**config.mk**
```make
export PLATFORM = sky130hd
export DESIGN_NAME = add_arbiter
export DESIGN_NICKNAME = d
export VERILOG_FILES = /design/src/rtl/add_arbiter.sv
export SDC_FILE = /design/constraint.sdc
export NUM_CORES = 1
export LEC_CHECK = 0
export CORE_ASPECT_RATIO = 0.75
export CORE_UTILIZATION = 35
export DETAILED_ROUTE_END_ITERATION = 7
export PLACE_DENSITY = 0.87
export SYNTH_ARGS = -nofsm -noshare
export SYNTH_HDL_FRONTEND = slang
export SYNTH_HIERARCHICAL = 1
export SYNTH_SLANG_ARGS = --single-unit
```
**constraint.sdc**
```tcl
create_clock -name clk -period 4.6 [get_ports clk]
set_clock_uncertainty 0.05 [all_clocks]
set_input_delay 0.69 -clock clk [delete_from_list [all_inputs] [get_ports clk]]
set_output_delay 0.69 -clock clk [all_outputs]
set_load 0.02 [all_outputs]
```
**src/rtl/add_arbiter.sv**
```systemverilog
// add_arbiter: round-robin access to one shared 32-bit carry-lookahead adder,
// with a single registered response slot tagged by requester index.

module add_cla (
    input  logic [31:0] a,
    input  logic [31:0] b,
    input  logic        cin,
    output logic [31:0] sum,
    output logic        cout
);
    localparam int unsigned NGRP = 8;

    // 4-bit lookahead groups; group carries chain through group generate/propagate
    function automatic logic [32:0] cla32(input logic [31:0] x, input logic [31:0] y,
                                          input logic ci);
        logic [31:0]     g;
        logic [31:0]     p;
        logic [31:0]     c;
        logic [NGRP-1:0] gg;
        logic [NGRP-1:0] gp;
        logic [NGRP:0]   gc;
        g = x & y;
        p = x ^ y;
        for (int k = 0; k < NGRP; k++) begin
            gp[k] = &p[4*k +: 4];
            gg[k] = g[4*k+3]
                  | (p[4*k+3] & g[4*k+2])
                  | (p[4*k+3] & p[4*k+2] & g[4*k+1])
                  | (p[4*k+3] & p[4*k+2] & p[4*k+1] & g[4*k]);
        end
        gc[0] = ci;
        for (int k = 0; k < NGRP; k++) begin
            gc[k+1] = gg[k] | (gp[k] & gc[k]);
        end
        for (int k = 0; k < NGRP; k++) begin
            c[4*k]   = gc[k];
            c[4*k+1] = g[4*k] | (p[4*k] & gc[k]);
            c[4*k+2] = g[4*k+1]
                     | (p[4*k+1] & g[4*k])
                     | (p[4*k+1] & p[4*k] & gc[k]);
            c[4*k+3] = g[4*k+2]
                     | (p[4*k+2] & g[4*k+1])
                     | (p[4*k+2] & p[4*k+1] & g[4*k])
                     | (p[4*k+2] & p[4*k+1] & p[4*k] & gc[k]);
        end
        return {gc[NGRP], p ^ c};
    endfunction

    always_comb begin
        {cout, sum} = cla32(a, b, cin);
    end
endmodule

module add_arbiter #(
    parameter int unsigned NREQ = 4,
    parameter int unsigned IDW  = $clog2(NREQ)
) (
    input  logic               clk,
    input  logic               rst_n,
    input  logic [NREQ-1:0]    req_valid,
    output logic [NREQ-1:0]    req_ready,
    input  logic [32*NREQ-1:0] req_a,
    input  logic [32*NREQ-1:0] req_b,
    output logic               rsp_valid,
    input  logic               rsp_ready,
    output logic [IDW-1:0]     rsp_id,
    output logic [31:0]        rsp_sum,
    output logic               rsp_carry,
    output logic               busy
);
    localparam int unsigned DW = 32;
    localparam logic [0:0] ST_IDLE = 1'b0;
    localparam logic [0:0] ST_HOLD = 1'b1;

    logic [0:0]     state_q, state_d;
    logic [IDW-1:0] ptr_q, ptr_d;
    logic [IDW-1:0] id_q, id_d;
    logic [DW-1:0]  sum_q, sum_d;
    logic           carry_q, carry_d;

    logic           slot_free;
    logic           accept;
    logic           cand_found;
    logic [IDW-1:0] cand;
    logic [IDW-1:0] scan_idx;
    logic [DW-1:0]  op_a;
    logic [DW-1:0]  op_b;
    logic [DW-1:0]  add_sum;
    logic           add_cout;

    // First valid requester at or after ptr, wrapping modulo NREQ
    always_comb begin
        cand_found = 1'b0;
        cand       = '0;
        scan_idx   = '0;
        for (int unsigned k = 0; k < NREQ; k++) begin
            scan_idx = IDW'((32'(ptr_q) + k) % NREQ);
            if (!cand_found && req_valid[scan_idx]) begin
                cand_found = 1'b1;
                cand       = scan_idx;
            end
        end
    end

    // Grant depends only on valids, response handshake and state, never on operands
    always_comb begin
        slot_free = (state_q == ST_IDLE) || rsp_ready;
        accept    = rst_n && slot_free && cand_found;
        req_ready = '0;
        if (accept) begin
            req_ready[cand] = 1'b1;
        end
    end

    always_comb begin
        op_a = '0;
        op_b = '0;
        for (int unsigned k = 0; k < NREQ; k++) begin
            if (cand == IDW'(k)) begin
                op_a = req_a[DW*k +: DW];
                op_b = req_b[DW*k +: DW];
            end
        end
    end

    add_cla u_add (
        .a    (op_a),
        .b    (op_b),
        .cin  (1'b0),
        .sum  (add_sum),
        .cout (add_cout)
    );

    // An accept reloads the slot even while the previous response is being taken
    always_comb begin
        state_d = state_q;
        ptr_d   = ptr_q;
        id_d    = id_q;
        sum_d   = sum_q;
        carry_d = carry_q;
        case (state_q)
            ST_IDLE: begin
                if (accept) begin
                    state_d = ST_HOLD;
                end
            end
            default: begin
                if (accept) begin
                    state_d = ST_HOLD;
                end else if (rsp_ready) begin
                    state_d = ST_IDLE;
                end
            end
        endcase
        if (accept) begin
            ptr_d   = (cand == IDW'(NREQ - 1)) ? '0 : cand + IDW'(1);
            id_d    = cand;
            sum_d   = add_sum;
            carry_d = add_cout;
        end
    end

    always_ff @(posedge clk or negedge rst_n) begin
        if (!rst_n) begin
            state_q <= ST_IDLE;
            ptr_q   <= '0;
            id_q    <= '0;
            sum_q   <= '0;
            carry_q <= 1'b0;
        end else begin
            state_q <= state_d;
            ptr_q   <= ptr_d;
            id_q    <= id_d;
            sum_q   <= sum_d;
            carry_q <= carry_d;
        end
    end

    assign rsp_valid = (state_q == ST_HOLD);
    assign busy      = (state_q == ST_HOLD);
    assign rsp_id    = id_q;
    assign rsp_sum   = sum_q;
    assign rsp_carry = carry_q;

    a_grant_onehot: assert property (@(posedge clk) disable iff (!rst_n)
        $onehot0(req_ready));
    a_stall_no_grant: assert property (@(posedge clk) disable iff (!rst_n)
        (state_q == ST_HOLD && !rsp_ready) |-> (req_ready == '0));
endmodule
```
==> impl_metrics.py <==
metrics = {
    "global_route": {
        "use_met3": 0.0672,
        "grt_use_total": 0.264,
        "top_usage_layer": "met2",
        "gr-usage-met2": 0.486,
        "antenna_found_initial": 0,
        "use_met1": 0.311,
        "overflow": 0,
        "grt_max_degree": 48,
        "grt_pass1_vias": 6295,
        "grt_pass1_wl_um": 31200,
    },
    "finish": {
        "layout_commonest_cell": "clkdlybuf4s50_1",
        "finalNetCount": 1265,
        "final_cell_mix": "clkdlybuf4s50_1, buf_4, nand2_1",
        "syn2layout_area_growth_pct": 91.7,
        "drive_gt1_frac": 0.242,
        "nFillCells": 1069,
    },
    "yosys": {
        "ys_ff_latch": 38,
        "syn_area_um2": 4980,
        "synth-edff-count": 0,
        "synthSimpleGateAreaFrac": 0.193,
        "synth-compound-area-share": 0.315,
        "synth_flop_cell": "dfrtp_1",
        "postSynthAreaPerCell_um2": 8.62,
        "ys_seq_area_frac": 0.191,
        "synth_fa_ha_area_frac": 0.123,
        "synth_mux_area_frac": 0.0909,
        "synth_top_family_by_area": "compound AO/OA/AOI/OAI gates",
        "synth_xor_area_frac": 0.0351,
        "syn_inst": 578,
        "synth-warning-count": 6,
        "ys_async_sr_fraction": 1.00,
        "ys_types": 62,
    },
    "route": {
        "drt-vias-per-instance": 5.38,
        "wl_per_cell_um": 17.8,
        "drt_iter0_drc": 225,
        "postRouteAntennaNets": 0,
        "num_vias": 6103,
        "routed_wl_um": 20200,
        "drc": 0,
        "dr.pass1.iters": 7,
    },
    "power": {
        "ir_drop_mv": 0.360,
        "report.power.total_mw": 6.54,
        "p_per_area_nw_per_um2": 685,
        "p_switching_mw": 2.85,
        "combPwrFrac": 0.845,
        "p_int_mw": 3.70,
        "leakagePower_nw": 3.92,
        "pwr-share-seq": 0.095,
        "switching_share": 0.435,
        "clkPwrFrac": 0.060,
    },
    "floorplan": {
        "die_height_um": 105,
        "core_area_um2": 13800,
        "initial_core_util": 0.361,
        "ioPinCount": 304,
        "rows": 37,
        "dieArea_um2": 14700,
        "die_w_um": 140,
    },
    "sta": {
        "hold_violations": 0,
        "final-max-slew-violation-count": 0,
        "tightest_slew_ns": 0.566,
        "finalSetupViolations": 10,
        "layout_setup_ws_ns": -0.138,
        "relSlewSlack": 0.622,
        "fmax_mhz": 211,
        "rsz0062_at_grt": "true",
        "period_share": 1.03,
        "fin_crit_ns": 4.74,
    },
    "worst_setup_path": {
        "crit_path_max_fanout": 6,
        "startpoint_type": "input pin",
        "cp-end-kind": "flop",
        "crit_required_ns": 4.72,
        "worstPathArrival_ns": 4.86,
        "path_class": "in -> reg",
    },
    "clock_network": {
        "cts_tree": "done",
        "cts_buffer_depth": 2,
        "clk_pin_slew_worst_paths_ns": 0.06,
        "numCtsBuffers": 5,
        "ctsHoldBuffers": 0,
        "clock-sinks": 38,
        "clockRootBuffer": "clkbuf_16",
        "htreeDepth": 2,
        "insertion_delay_ns": 0.28,
    },
    "placement": {
        "portBuffers": 303,
        "pre_cts_ws_ns": -0.823,
        "dp_hpwl_um": 15300,
        "gp_congestion": 0.853,
    },
    "outcome": {
        "violations": "negative setup slack",
        "outcome": "complete, but fails checks",
    },
    "flow_run": {
        "maxCapViolCount": 0,
    },
    "worst_hold_path": {
        "min_path_type": "reg -> reg",
    },
}
[per-layer routing]
| metal | share of wire | wire (um) |
|---|---|---|
| met1 | 0.42 | 8530 |
| met2 | 0.50 | 10100 |
| met3 | 0.066 | 1340 |
| met4 | 0.0096 | 194 |
| met5 | 0 | 0 |
[logic make-up after synthesis]
group / Yosys count
buffers and inverters: 61
flip-flops: 38
XOR/XNOR: 20
adder cells (fa/ha/maj): 44
AO/OA/AOI/OAI: 189
other: 1
multiplexers: 35
AND/OR/NAND/NOR: 190
[through the flow]
step	TNS (ns)	util	hold WS [ns]	area, um2	std cells
6_report	-0.689	0.693	0.459	9550	1135
4_1_cts	-0.829	0.671	0.461	9260	1122
5_1_grt	-2.98	0.692	0.477	9550	1134
3_3_place_gp	-10.74	0.643	0.440	8870	1102
2_1_floorplan	-0.346	-	0.344	5080	579
3_5_place_dp	-14.00	0.643	0.445	8870	1102
[cells in the mapped netlist (3+ instances only)]
| cell type | instances | area [um2] |
|---|---|---|
| nand3_1 | 9 | 45.0 |
| a221oi_1 | 63 | 552 |
| mux2_2 | 18 | 203 |
| buf_2 | 3 | 15.0 |
| buf_6 | 3 | 33.8 |
| inv_1 | 14 | 52.6 |
| o21ai_0 | 5 | 25.0 |
| clkbuf_1 | 39 | 146 |
| fa_1 | 8 | 160 |
| nor2b_1 | 68 | 425 |
| xor2_1 | 13 | 114 |
| and2_1 | 5 | 31.3 |
| xnor2_1 | 7 | 61.3 |
| nor2_1 | 14 | 52.6 |
| nand2_1 | 78 | 293 |
| nor3_1 | 3 | 15.0 |
| mux2_4 | 16 | 240 |
| a311oi_1 | 3 | 26.3 |
| a21oi_1 | 13 | 65.1 |
| a21o_1 | 12 | 90.1 |
| o31ai_1 | 64 | 480 |
| ha_1 | 36 | 450 |
| dfrtp_1 | 38 | 951 |
[timing repair]
action / CTS / global route
setup endpoints to repair: 21 / 17
resized for setup: 39 / 46
buffers inserted: 11 / 14
gates cloned: 2 / 0
pin swaps: 26 / 39
[area by class of cell]
cell class	instances	area, um2	share of cell area
tap	175	219	0.0229
multi-input combinational	480	4120	0.432
inverter	14	52.6	0.00550
sequential	38	953	0.0998
timing repair buffer	419	4040	0.423
clock buffer	8	166	0.0174
antenna	1	2.50	0.000262
[power by group through the flow]
| stage | Sequential [mW] | Clock, mW | Combinational, mW |
|---|---|---|---|
| 6_report | 0.620 | 0.391 | 5.53 |
| 5_1_grt | 0.641 | 0.415 | 5.98 |
| 4_1_cts | 0.617 | 0.406 | 5.19 |
| 3_5_place_dp | 0.618 | 0 | 4.92 |
| 3_3_place_gp | 0.614 | 0 | 4.77 |
| 2_1_floorplan | 0.791 | 0 | 2.82 |
[sequential cells by signal (all words and copies together), names as in the netlist]
register,cells
rsp_id,2
busy,1
ptr_q,2
rsp_sum,32
rsp_carry,1
[path summary, 6_finish.rpt]
check                              from     endpoint  slack, ns  cells past startpoint
min in group asynchronous         rst_n         busy       0.49                      2
setup / recovery           req_valid[1]  rsp_sum[29]      -0.14                     23
hold / removal               rsp_sum[1]   rsp_sum[1]       0.46                      1
hold reg to reg              rsp_sum[1]   rsp_sum[1]       0.46                      1
setup reg to reg               ptr_q[1]  rsp_sum[29]      -0.11                     23
max in group asynchronous         rst_n     ptr_q[1]       3.60                      2
[critical path, stage by stage]
cell	delay, ns
buf_8	0.09
a221o_1	0.35
or2_4	0.27
ha_4	0.16
nor2b_4	0.14
buf_12	0.13
buf_6	0.11
buf_16	0.13
a221oi_2	0.27
o31ai_2	0.11
buf_4	0.15
ha_1	0.30
buf_4	0.14
nand3_1	0.12
a2111oi_4	0.07
buf_4	0.16
o31ai_4	0.32
a21boi_4	0.12
o21ai_4	0.18
nand2_2	0.08
fa_2	0.36
xor2_1	0.15
mux2_4	0.25
Note: power is estimated with default switching activity, not from simulation.
